--- config.mk ---
export PLATFORM = sky130hd
export DESIGN_NAME = rom_port_arbiter
export DESIGN_NICKNAME = d
export VERILOG_FILES = /design/src/rtl/rom_port_arbiter.sv
export SDC_FILE = /design/constraint.sdc
export NUM_CORES = 1
export LEC_CHECK = 0
export ABC_AREA = 1
export CORE_MARGIN = 3
export CORE_UTILIZATION = 39
export DETAILED_ROUTE_END_ITERATION = 10
export PLACE_DENSITY = 0.87
export SYNTH_ARGS = -nofsm -noshare
export SYNTH_HDL_FRONTEND = slang
export SYNTH_SLANG_ARGS = --single-unit
--- constraint.sdc ---
create_clock -name clk -period 2.5 [get_ports clk]
set_input_delay 0.375 -clock clk [delete_from_list [all_inputs] [get_ports clk]]
set_output_delay 0.375 -clock clk [all_outputs]
set_load 0.1 [all_outputs]
--- src/rtl/rom_port_arbiter.sv ---
// rom_port_arbiter
//   Shares one combinational, little-endian instruction ROM read port between
//   two requesters. Port 0 is instruction fetch and port 1 is the load/store
//   unit reading constants. Requests are arbitrated round-robin, and each
//   winning address is checked for range and alignment. Each response is then
//   registered in a per-port slot that uses valid/ready backpressure.
//
// Ports
//   clk, rst            clock; synchronous active-high reset
//   req{0,1}_valid  in  request valid
//   req{0,1}_ready  out request accepted this cycle (combinational grant)
//   req{0,1}_addr   in  32-bit byte address
//   rsp{0,1}_valid  out response slot holds a word
//   rsp{0,1}_ready  in  consumer takes the response
//   rsp{0,1}_data   out read word (0 on error)
//   rsp{0,1}_err    out address out of range or misaligned
//   rom_addr        out byte address to the ROM read port
//   rom_rdata       in  combinational ROM data for rom_addr
module rom_port_arbiter #(
  parameter int unsigned SIZE        = 32'd4194304,
  parameter int unsigned ALIGN_CHECK = 32'd1
) (
  input  logic        clk,
  input  logic        rst,
  input  logic        req0_valid,
  output logic        req0_ready,
  input  logic [31:0] req0_addr,
  output logic        rsp0_valid,
  input  logic        rsp0_ready,
  output logic [31:0] rsp0_data,
  output logic        rsp0_err,
  input  logic        req1_valid,
  output logic        req1_ready,
  input  logic [31:0] req1_addr,
  output logic        rsp1_valid,
  input  logic        rsp1_ready,
  output logic [31:0] rsp1_data,
  output logic        rsp1_err,
  output logic [31:0] rom_addr,
  input  logic [31:0] rom_rdata
);

  typedef enum logic {
    PORT0 = 1'b0,
    PORT1 = 1'b1
  } port_e;

  // Highest address at which a full word still fits in the ROM. The compare is
  // 33 bits wide so that addresses near 0xFFFFFFFF cannot wrap into range.
  localparam logic [32:0] LAST_WORD = 33'(SIZE) - 33'd4;

  port_e       rr_last_q, rr_last_d;
  logic        rsp0_valid_q, rsp0_valid_d;
  logic [31:0] rsp0_data_q,  rsp0_data_d;
  logic        rsp0_err_q,   rsp0_err_d;
  logic        rsp1_valid_q, rsp1_valid_d;
  logic [31:0] rsp1_data_q,  rsp1_data_d;
  logic        rsp1_err_q,   rsp1_err_d;

  logic        free0, free1;
  logic        elig0, elig1;
  logic        grant0, grant1;
  logic [31:0] win_addr;
  logic        range_err, align_err, win_err;
  logic [31:0] win_data;

  // Arbitration. A slot being drained this cycle counts as free, so a port
  // can stream one response per cycle without a bubble.
  always_comb begin
    free0  = !rsp0_valid_q || rsp0_ready;
    free1  = !rsp1_valid_q || rsp1_ready;
    elig0  = !rst && req0_valid && free0;
    elig1  = !rst && req1_valid && free1;
    grant0 = elig0 && (!elig1 || (rr_last_q == PORT1));
    grant1 = elig1 && (!elig0 || (rr_last_q == PORT0));
  end

  assign req0_ready = grant0;
  assign req1_ready = grant1;

  // The ROM address follows the winner; port 0 drives the ROM when there is
  // no grant, and 0 is driven during reset.
  always_comb begin
    win_addr  = grant1 ? req1_addr : req0_addr;
    rom_addr  = rst ? '0 : win_addr;
    range_err = {1'b0, win_addr} > LAST_WORD;
    align_err = (ALIGN_CHECK != 32'd0) && (win_addr[1:0] != 2'b00);
    win_err   = range_err || align_err;
    win_data  = win_err ? '0 : rom_rdata;
  end

  // Slot and round-robin next state. A grant to a port takes priority over
  // its consume, so a response taken in the same cycle as a new grant to
  // that port is replaced and valid stays high.
  always_comb begin
    rsp0_valid_d = rsp0_valid_q;
    rsp0_data_d  = rsp0_data_q;
    rsp0_err_d   = rsp0_err_q;
    rsp1_valid_d = rsp1_valid_q;
    rsp1_data_d  = rsp1_data_q;
    rsp1_err_d   = rsp1_err_q;
    rr_last_d    = rr_last_q;

    if (grant0) begin
      rsp0_valid_d = 1'b1;
      rsp0_data_d  = win_data;
      rsp0_err_d   = win_err;
    end else if (rsp0_ready) begin
      rsp0_valid_d = 1'b0;
    end

    if (grant1) begin
      rsp1_valid_d = 1'b1;
      rsp1_data_d  = win_data;
      rsp1_err_d   = win_err;
    end else if (rsp1_ready) begin
      rsp1_valid_d = 1'b0;
    end

    if (grant0) begin
      rr_last_d = PORT0;
    end else if (grant1) begin
      rr_last_d = PORT1;
    end
  end

  always_ff @(posedge clk) begin
    if (rst) begin
      rsp0_valid_q <= 1'b0;
      rsp0_data_q  <= '0;
      rsp0_err_q   <= 1'b0;
      rsp1_valid_q <= 1'b0;
      rsp1_data_q  <= '0;
      rsp1_err_q   <= 1'b0;
      rr_last_q    <= PORT1;
    end else begin
      rsp0_valid_q <= rsp0_valid_d;
      rsp0_data_q  <= rsp0_data_d;
      rsp0_err_q   <= rsp0_err_d;
      rsp1_valid_q <= rsp1_valid_d;
      rsp1_data_q  <= rsp1_data_d;
      rsp1_err_q   <= rsp1_err_d;
      rr_last_q    <= rr_last_d;
    end
  end

  assign rsp0_valid = rsp0_valid_q;
  assign rsp0_data  = rsp0_data_q;
  assign rsp0_err   = rsp0_err_q;
  assign rsp1_valid = rsp1_valid_q;
  assign rsp1_data  = rsp1_data_q;
  assign rsp1_err   = rsp1_err_q;

  a_one_grant: assert property (@(posedge clk) !(req0_ready && req1_ready));

  a_hold0: assert property (@(posedge clk) disable iff (rst)
    (rsp0_valid && !rsp0_ready) |=> (rsp0_valid && $stable(rsp0_data) && $stable(rsp0_err)));

  a_hold1: assert property (@(posedge clk) disable iff (rst)
    (rsp1_valid && !rsp1_ready) |=> (rsp1_valid && $stable(rsp1_data) && $stable(rsp1_err)));

  // A port that is eligible and loses the arbitration must win on the next
  // cycle if it is still eligible, which bounds the wait to 2 cycles.
  a_fair0: assert property (@(posedge clk) disable iff (rst)
    (elig0 && !grant0) |=> (!elig0 || grant0));

  a_fair1: assert property (@(posedge clk) disable iff (rst)
    (elig1 && !grant1) |=> (!elig1 || grant1));

endmodule

After elaboration in Yosys (flattened, before gate mapping)
Cells that the tools add are included.
{"block": "word_totals", "ff_bits": 69, "in_bits": 102, "output_inout_bits": 102, "word_cells": 38}
{"block": "classes", "order_cmp": 1, "n_mux": 9, "n_bitwise": 1, "n_reduce_logical": 20}
{"op": "$mux W32", "n": 3}
{"op": "$gt A32 B22 Y1 const B", "n": 1}
{"op": "$reduce_bool A2 Y1", "n": 4}
{"op": "$logic_and A1 B1 Y1", "n": 6}
{"op": "$mux W1", "n": 6}
{"op": "$logic_not A1 Y1", "n": 5}
{"op": "$logic_or A1 B1 Y1", "n": 5}
{"op": "$not A1 Y1", "n": 1}

Logic depth before layout (Yosys ltp)
Gate-level depths: netlist of the first run.
{"block": "depth", "word_depth": 10, "ltp_mapped": 13, "depth_no_buf": 11}

Worst setup path after synthesis of the first run
No wires, ideal clock.
{"block": "synth_path", "path_kind": "flip-flop to output port", "start": "reg rsp0_valid_q (netlist: rsp0_valid)", "end": "out rom_addr[14]", "arrival_ns": 4.111, "required_time_ns": 2.125, "setup_slack_ns": -1.986, "stages_incl_launch_ff": 9, "path_buffers": 2, "cell_sequence": "dfxtp_1 > nand2_1 > nand3_2 > nand2_4 > buf_6 > inv_1 > clkbuf_1 > o21ai_0 > nor2_1"}
{"block": "synth_between", "elab_chain_len": 8}
{"element": "from (decl)", "line": "53", "rtl": "logic rsp0_valid_q, rsp0_valid_d;"}
{"element": "from (signal assigned)", "line": "137", "rtl": "rsp0_valid_q <= rsp0_valid_d;"}
{"element": "$logic_not A1 Y1", "line": "70", "rtl": "free0 = !rsp0_valid_q || rsp0_ready;"}
{"element": "$logic_or A1 B1 Y1", "line": "70"}
{"element": "$logic_and A1 B1 Y1", "line": "72", "rtl": "elig0 = !rst && req0_valid && free0;"}
{"element": "$logic_not A1 Y1", "line": "75", "rtl": "grant1 = elig1 && (!elig0 || (rr_last_q == PORT0));"}
{"element": "$logic_or A1 B1 Y1", "line": "75"}
{"element": "$logic_and A1 B1 Y1", "line": "75"}
{"element": "named net req1_ready", "line": "33", "rtl": "output logic req1_ready,"}
{"element": "$mux W32", "line": "84", "rtl": "win_addr = grant1 ? req1_addr : req0_addr;"}
{"element": "$mux W32", "line": "85", "rtl": "rom_addr = rst ? '0 : win_addr;"}
{"element": "to (decl)", "line": "39", "rtl": "output logic [31:0] rom_addr,"}
The timed path passes the listed nets, and every way through them passes these cells.

Worst setup path in the final report of the first run
{"block": "layout_path", "start": "in req0_valid", "end": "out rom_addr[11]"}
{"block": "layout_between", "elab_chain_len": 7}
{"element": "from (decl)", "line": "25", "rtl": "input logic req0_valid,"}
{"element": "$logic_and A1 B1 Y1 (2 in series)", "line": "72"}
{"element": "$logic_not A1 Y1", "line": "75"}
{"element": "$logic_or A1 B1 Y1", "line": "75"}
{"element": "$logic_and A1 B1 Y1", "line": "75"}
{"element": "$mux W32", "line": "84"}
{"element": "$mux W32", "line": "85"}
No other way between the ends.

==> flow_summary.json, run 1 <==
{
  "status": "complete, no violations",
  "ys_warn_count": 0,
  "dr.pass1.iters": 4,
  "syn-num-nets": 523,
  "comb_power_share": 0.408,
  "start_kind": "input pin",
  "hp-start": "rsp1_data[6]",
  "ys_types": 25,
  "setup_viol": 0,
  "die_width_um": 103,
  "power_density_nw_per_um2": 520,
  "fin_nets": 730,
  "syn_area_sq_um": 3630,
  "core_sq_um": 8890,
  "drv_cap": 0,
  "antenna_found_initial": 0,
  "setup-tns-final_ns": 0,
  "layout-drive-gt1-share": 0.397,
  "dieHeight_um": 103,
  "rsz0062_at_grt": "false",
  "die_area_sq_um": 10500,
  "pin_count": 204,
  "root_buffer": "clkbuf_8",
  "p_sw_w": 0.00134,
  "use_met2": 0.418,
  "drt_iter0_drc": 139,
  "setup_ws_ns": 0.151,
  "synth_common_cells": "69 x dfxtp_1, 56 x nor2_1, 53 x o21ai_0, 35 x nand3_1, 33 x o21ai_1",
  "diodes": 0,
  "synth_compound_area_frac": 0.191,
  "post-route-min-period_ns": 2.35,
  "vias": 3865,
  "yosys.area.top_type_share": 0.380,
  "grt_util_all_layers": 0.224,
  "synthSimpleGateAreaFrac": 0.340,
  "cp-end-kind": "output pin",
  "timing.fmax_ghz": 0.426,
  "critPathSlowestCell": "clkdlybuf4s50_1",
  "path_clk_slew_ns": 0.08,
  "gp_congestion": 0.844,
  "pre_cts_ws_ns": -0.0502,
  "async_reset_ff_frac": 0,
  "muxShareOfSynthArea": 0,
  "synth.most_common_cell": "dfxtp_1",
  "path_buf_inv": 4,
  "gr-total-overflow": 0,
  "p_leak_nw": 2.83,
  "ys.flop_type": "dfxtp_1",
  "clockPowerShare": 0.246,
  "seqPwrFrac": 0.345,
  "cpLargestDelayFamily": "buffers and inverters",
  "intPower_w": 0.00202,
  "cp-startpoint": "req0_valid",
  "seq_area_frac_synth": 0.380,
  "crit_fanout": 10,
  "max_stage_delay_ns": 0.46,
  "fin_skew_ns": 0.0104,
  "netlist.top_cell.by_area": "dfxtp_1",
  "power_w": 0.00335,
  "syn-mean-instance-area_sq_um": 8.63,
  "routed_wl_mm": 12.4,
  "wl_per_cell_um": 16.7,
  "final_core_util": 0.726,
  "cp.arrival_ns": 1.97,
  "drc_errors": 0,
  "cts_sinks": 69,
  "clkLatencyLatePin_ns": 0.33,
  "htreeDepth": 3,
  "grt_busiest_layer": "met2",
  "drv_slew": 0,
  "p_sw_frac": 0.398,
  "core.rowCount": 34,
  "crit_chain": "clkdlybuf4s50_1 -> inv_1 -> nor2_2 -> nand3_2 -> nand2_4 -> clkinvlp_4 -> o21ai_1 -> nor2_4 -> buf_12",
  "path_class": "in -> out",
  "first_global_vias": 3772,
  "synth_xor_area_frac": 0,
  "crit_required_ns": 2.12,
  "fin_crit_sh": 0.940,
  "start_util": 0.409,
  "cts_tree": "done",
  "worst_pin_slew_ns": 0.648,
  "slew_headroom": 0.568,
  "grt_util_met1": 0.244,
  "grt_max_degree": 69,
  "syn_to_final_growth_pct": 77.5,
  "drtAntennaViolNets": 0,
  "synthAdderAreaFrac": 0,
  "synth_edf_count": 0,
  "timing.final.hold_violations": 0,
  "ir_drop_uv": 338,
  "yosys-top-cells-area": "dfxtp_1 38%, nand4_4 12%, o21ai_0 7.3%",
  "grt_pass1_wl_mm": 18.6,
  "numCtsBuffers": 9,
  "io_buffers": 203,
  "hpwl_mm": 9.61,
  "synth_cells": 421,
  "ys_ff_latch": 69,
  "min_path_type": "reg -> reg",
  "grtUsageMet3": 0.0609,
  "r2r-start": "rsp1_valid",
  "via_per_inst": 5.22,
  "synth_top_family_by_area": "simple AND/OR/NAND/NOR gates",
  "clockBufferDepth": 2
}
-- cell usage in the layout (no fill, tap or decap), types with 17 or more instances in the layout --
cell | synthesis | final
nand4_4 | 20 | 20
buf_4 | 1 | 92
nor2_1 | 56 | 22
buf_12 | 0 | 41
a21oi_1 | 18 | 17
nand3_1 | 35 | 35
nand2_1 | 26 | 26
o21ai_0 | 53 | 33
inv_1 | 19 | 18
clkdlybuf4s50_1 | 0 | 100
o21ai_1 | 33 | 50
nor2_4 | 0 | 20
dfxtp_1 | 69 | 67
-- worst register-to-register path: cells and delay by family, from the launching register on --
kind	cells	cell delay, ns
buf+inv	3	0.43
simple gates	10	1.10
flops	1	0.34
-- final cells by class --
class / instances / area (sq um)
sequential: 69 / 1390
multi-input combinational: 293 / 2140
timing repair inverter: 1 / 7.51
inverter: 20 / 78.8
clock inverter: 3 / 18.8
clock buffer: 13 / 159
timing repair buffer: 234 / 2520
fill: 675 / 2440
tap: 108 / 135
-- power by group through the flow --
stage	Sequential, W	Combinational, W	Clock (W)
CTS	0.00116	0.00137	0.000841
global route	0.00116	0.00142	0.000893
detailed placement	0.00118	0.00136	0
finish	0.00116	0.00137	0.000826
floorplan	0.00145	0.000584	0
global placement	0.00118	0.00134	0
-- kinds of logic (layout without fill, tap and decap cells) --
| kind of cell | Yosys count | after routing |
|---|---|---|
| buffers and inverters | 59 | 271 |
| and+or+nand+nor | 169 | 169 |
| AOI/OAI and AO/OA | 124 | 124 |
| DFF | 69 | 69 |
-- metal layers --
metal / routed length [um] / vias to the layer above
met2: 6550 / 169
met5: 0 / -
li1: - / 1871
met4: 308 / 0
met1: 4480 / 1793
met3: 1040 / 32
-- registers in the layout, summed over array words and instances, names as in the netlist --
signal and cells:
rr_last_q 1, rsp0_data 32, rsp0_err 1, rsp0_valid 1
rsp1_data 32, rsp1_err 1, rsp1_valid 1
-- repair_timing --
action                     4_1_cts  5_1_grt
setup endpoints to repair       20       20
buffers inserted                 0        0
gates resized for setup          0       27
gates cloned                     0        1
hold buffers                     0        0
-- through the flow --
step,cell area (sq um),std cells,hold slack [ns]
after global placement,6250,724,0.461
after CTS,6420,740,0.480
after detailed placement,6250,724,0.468
final,6450,741,0.476
after floorplan,3840,421,0.434
after global routing,6450,741,0.499
-- final timing paths --
| check | depth (start not counted) | endpoint | slack (ns) |
|---|---|---|---|
| worst max-delay path | 9 | rom_addr[11] | 0.15 |
| worst min-delay path | 2 | rsp1_data[6] | 0.48 |
| worst max register to register | 13 | rsp0_err | 0.53 |
| worst min register to register | 2 | rsp1_data[6] | 0.48 |
No activity file was read; power rests on OpenSTA's default activity.
==> run 2, diff against run 1 <==
Settings changed: CTS_CLUSTER_SIZE set to 16.
==> results of run 2 <==
The final DEF is identical to that of run 1; final timing and power are the same.
==> run 3, diff against run 2 <==
Settings changed: RECOVER_POWER set to 100.
==> run 3 against run 2 <==
Against the previous run:
- sequential share of layout area up 2.8 points
- largest cell class unchanged
- via count rose by 0.31%
- count of clock-buffer cells in the layout is the same
- hold slack better by 0.0029 ns
==> flow_summary.json, run 3 (synthesis results as in run 1) <==
{
  "status": "complete, no violations",
  "root_buffer": "clkbuf_8",
  "stdcell_area_sq_um": 5710,
  "wl_per_cell_um": 16.8,
  "io_buffers": 203,
  "crit_fanout": 6,
  "nFillCells": 825,
  "antenna_found_initial": 0,
  "diodes": 0,
  "first_global_vias": 3772,
  "final_cell_mix": "100 x clkdlybuf4s50_1, 71 x clkbuf_1, 67 x dfxtp_1, 57 x o21ai_0, 35 x nand3_1",
  "post-route-min-period_ns": 2.37,
  "clockBufferDepth": 2,
  "cp-startpoint": "req0_valid",
  "hpwl_mm": 9.61,
  "clkLatencyLatePin_ns": 0.33,
  "fin_crit_sh": 0.950,
  "p_leak_nw": 2.31,
  "layout-drive-gt1-share": 0.251,
  "cp-end-kind": "output pin",
  "ir_drop_uv": 359,
  "dieHeight_um": 103,
  "fin_skew_ns": 0.00976,
  "grt_max_degree": 69,
  "htreeDepth": 3,
  "routed_wl_mm": 12.5,
  "path_class": "in -> out",
  "pre_cts_ws_ns": -0.0502,
  "pin_count": 204,
  "drc_errors": 0,
  "fin_nets": 730,
  "cts_sinks": 69,
  "grt_pass1_wl_mm": 18.6,
  "instances_no_fill": 741,
  "drv_slew": 0,
  "holdWs_ns": 0.479,
  "worst_pin_slew_ns": 1.25,
  "holdPathStages": 2,
  "die_width_um": 103,
  "numCtsBuffers": 9,
  "gr-total-overflow": 0,
  "dr.pass1.iters": 4,
  "syn_to_final_growth_pct": 57.1,
  "r2r-end": "rsp1_data[20]",
  "min_path_type": "reg -> reg",
  "place_inst": 724,
  "timing.fmax_ghz": 0.421,
  "reg2reg_depth": 12,
  "power_density_nw_per_um2": 561,
  "mostFrequentLayoutCell": "clkdlybuf4s50_1",
  "r2r-start": "rsp1_valid",
  "setup_viol": 0,
  "timing.final.hold_violations": 0,
  "start_kind": "input pin",
  "gp_congestion": 0.844,
  "ctsHoldBuffers": 0,
  "hold_path_end": "rsp1_data[24]",
  "place_area_sq_um": 6250,
  "die_area_sq_um": 10500,
  "drt_iter0_drc": 117,
  "hp-start": "rsp1_data[24]",
  "r2r_slack_ns": 0.30,
  "cts_tree": "done",
  "grt_util_all_layers": 0.224,
  "register_area_sq_um": 1390,
  "start_util": 0.409,
  "slew_headroom": 0.168,
  "crit_required_ns": 2.12,
  "core.rowCount": 34,
  "drv_cap": 0,
  "core_sq_um": 8890,
  "rsz0062_at_grt": "false",
  "path_clk_slew_ns": 0.06,
  "drtAntennaViolNets": 0,
  "setup_ws_ns": 0.126,
  "vias": 3877,
  "via_per_inst": 5.23,
  "cp.arrival_ns": 2.00,
  "multiInputGateArea_sq_um": 1950
}
==> run 3: changes by cell type in the layout (fill, tap and decap cells not counted), sizes merged <==
cell / change
buf: -72
clkbuf: +72
==> run 3: worst max path at each step <==
stage                   end
2_1_floorplan  rom_addr[15]
5_1_grt        rom_addr[29]
3_5_place_dp    rom_addr[8]
4_1_cts        rom_addr[19]
3_3_place_gp    rom_addr[9]
6_report        rom_addr[0]
==> run 3: critical path: stages <==
cell	delay, ns
clkdlybuf4s50_1	0.46
inv_1	0.05
nor2_2	0.10
nand3_2	0.11
nand2_4	0.13
buf_4	0.17
o21ai_1	0.10
buf_4	0.15
nor2_2	0.07
buf_4	0.29
==> run 3: cell type report <==
type                            instances  area share
Timing Repair Buffer                  234       0.345
Multi-Input combinational cell        293       0.342
Sequential cell                        69       0.243
Clock buffer                           13      0.0278
Tap cell                              108      0.0237
Inverter                               20      0.0138
Clock inverter                          3     0.00329
Timing Repair inverter                  1     0.00131
==> run 3: stage by stage <==
step | utilization | TNS [ns] | total power (W)
floorplan | - | 0 | 0.00203
global placement | 0.703 | 0 | 0.00252
detailed placement | 0.703 | -0.634 | 0.00255
CTS | 0.723 | -0.981 | 0.00337
global route | 0.642 | 0 | 0.00333
finish | 0.642 | 0 | 0.00320
==> run 3: layer usage <==
metal | routed length [um] | global-route usage
met4 | 269 | 0.0727
met5 | 0 | 0
met3 | 949 | 0.0609
met2 | 6570 | 0.418
met1 | 4690 | 0.244
==> run 3: power breakdown <==
group	internal [W]	total, W	switching (W)
Clock	0.000415	0.000819	0.000405
Sequential	0.00114	0.00116	0.0000200
Combinational	0.000355	0.00123	0.000872
==> run 3: repair_timing <==
action | in CTS | in global routing
gates resized for setup | 0 | 27
pin swaps | 0 | 0
cloned | 0 | 1
setup buffers | 0 | 0
setup endpoints to repair | 20 | 20
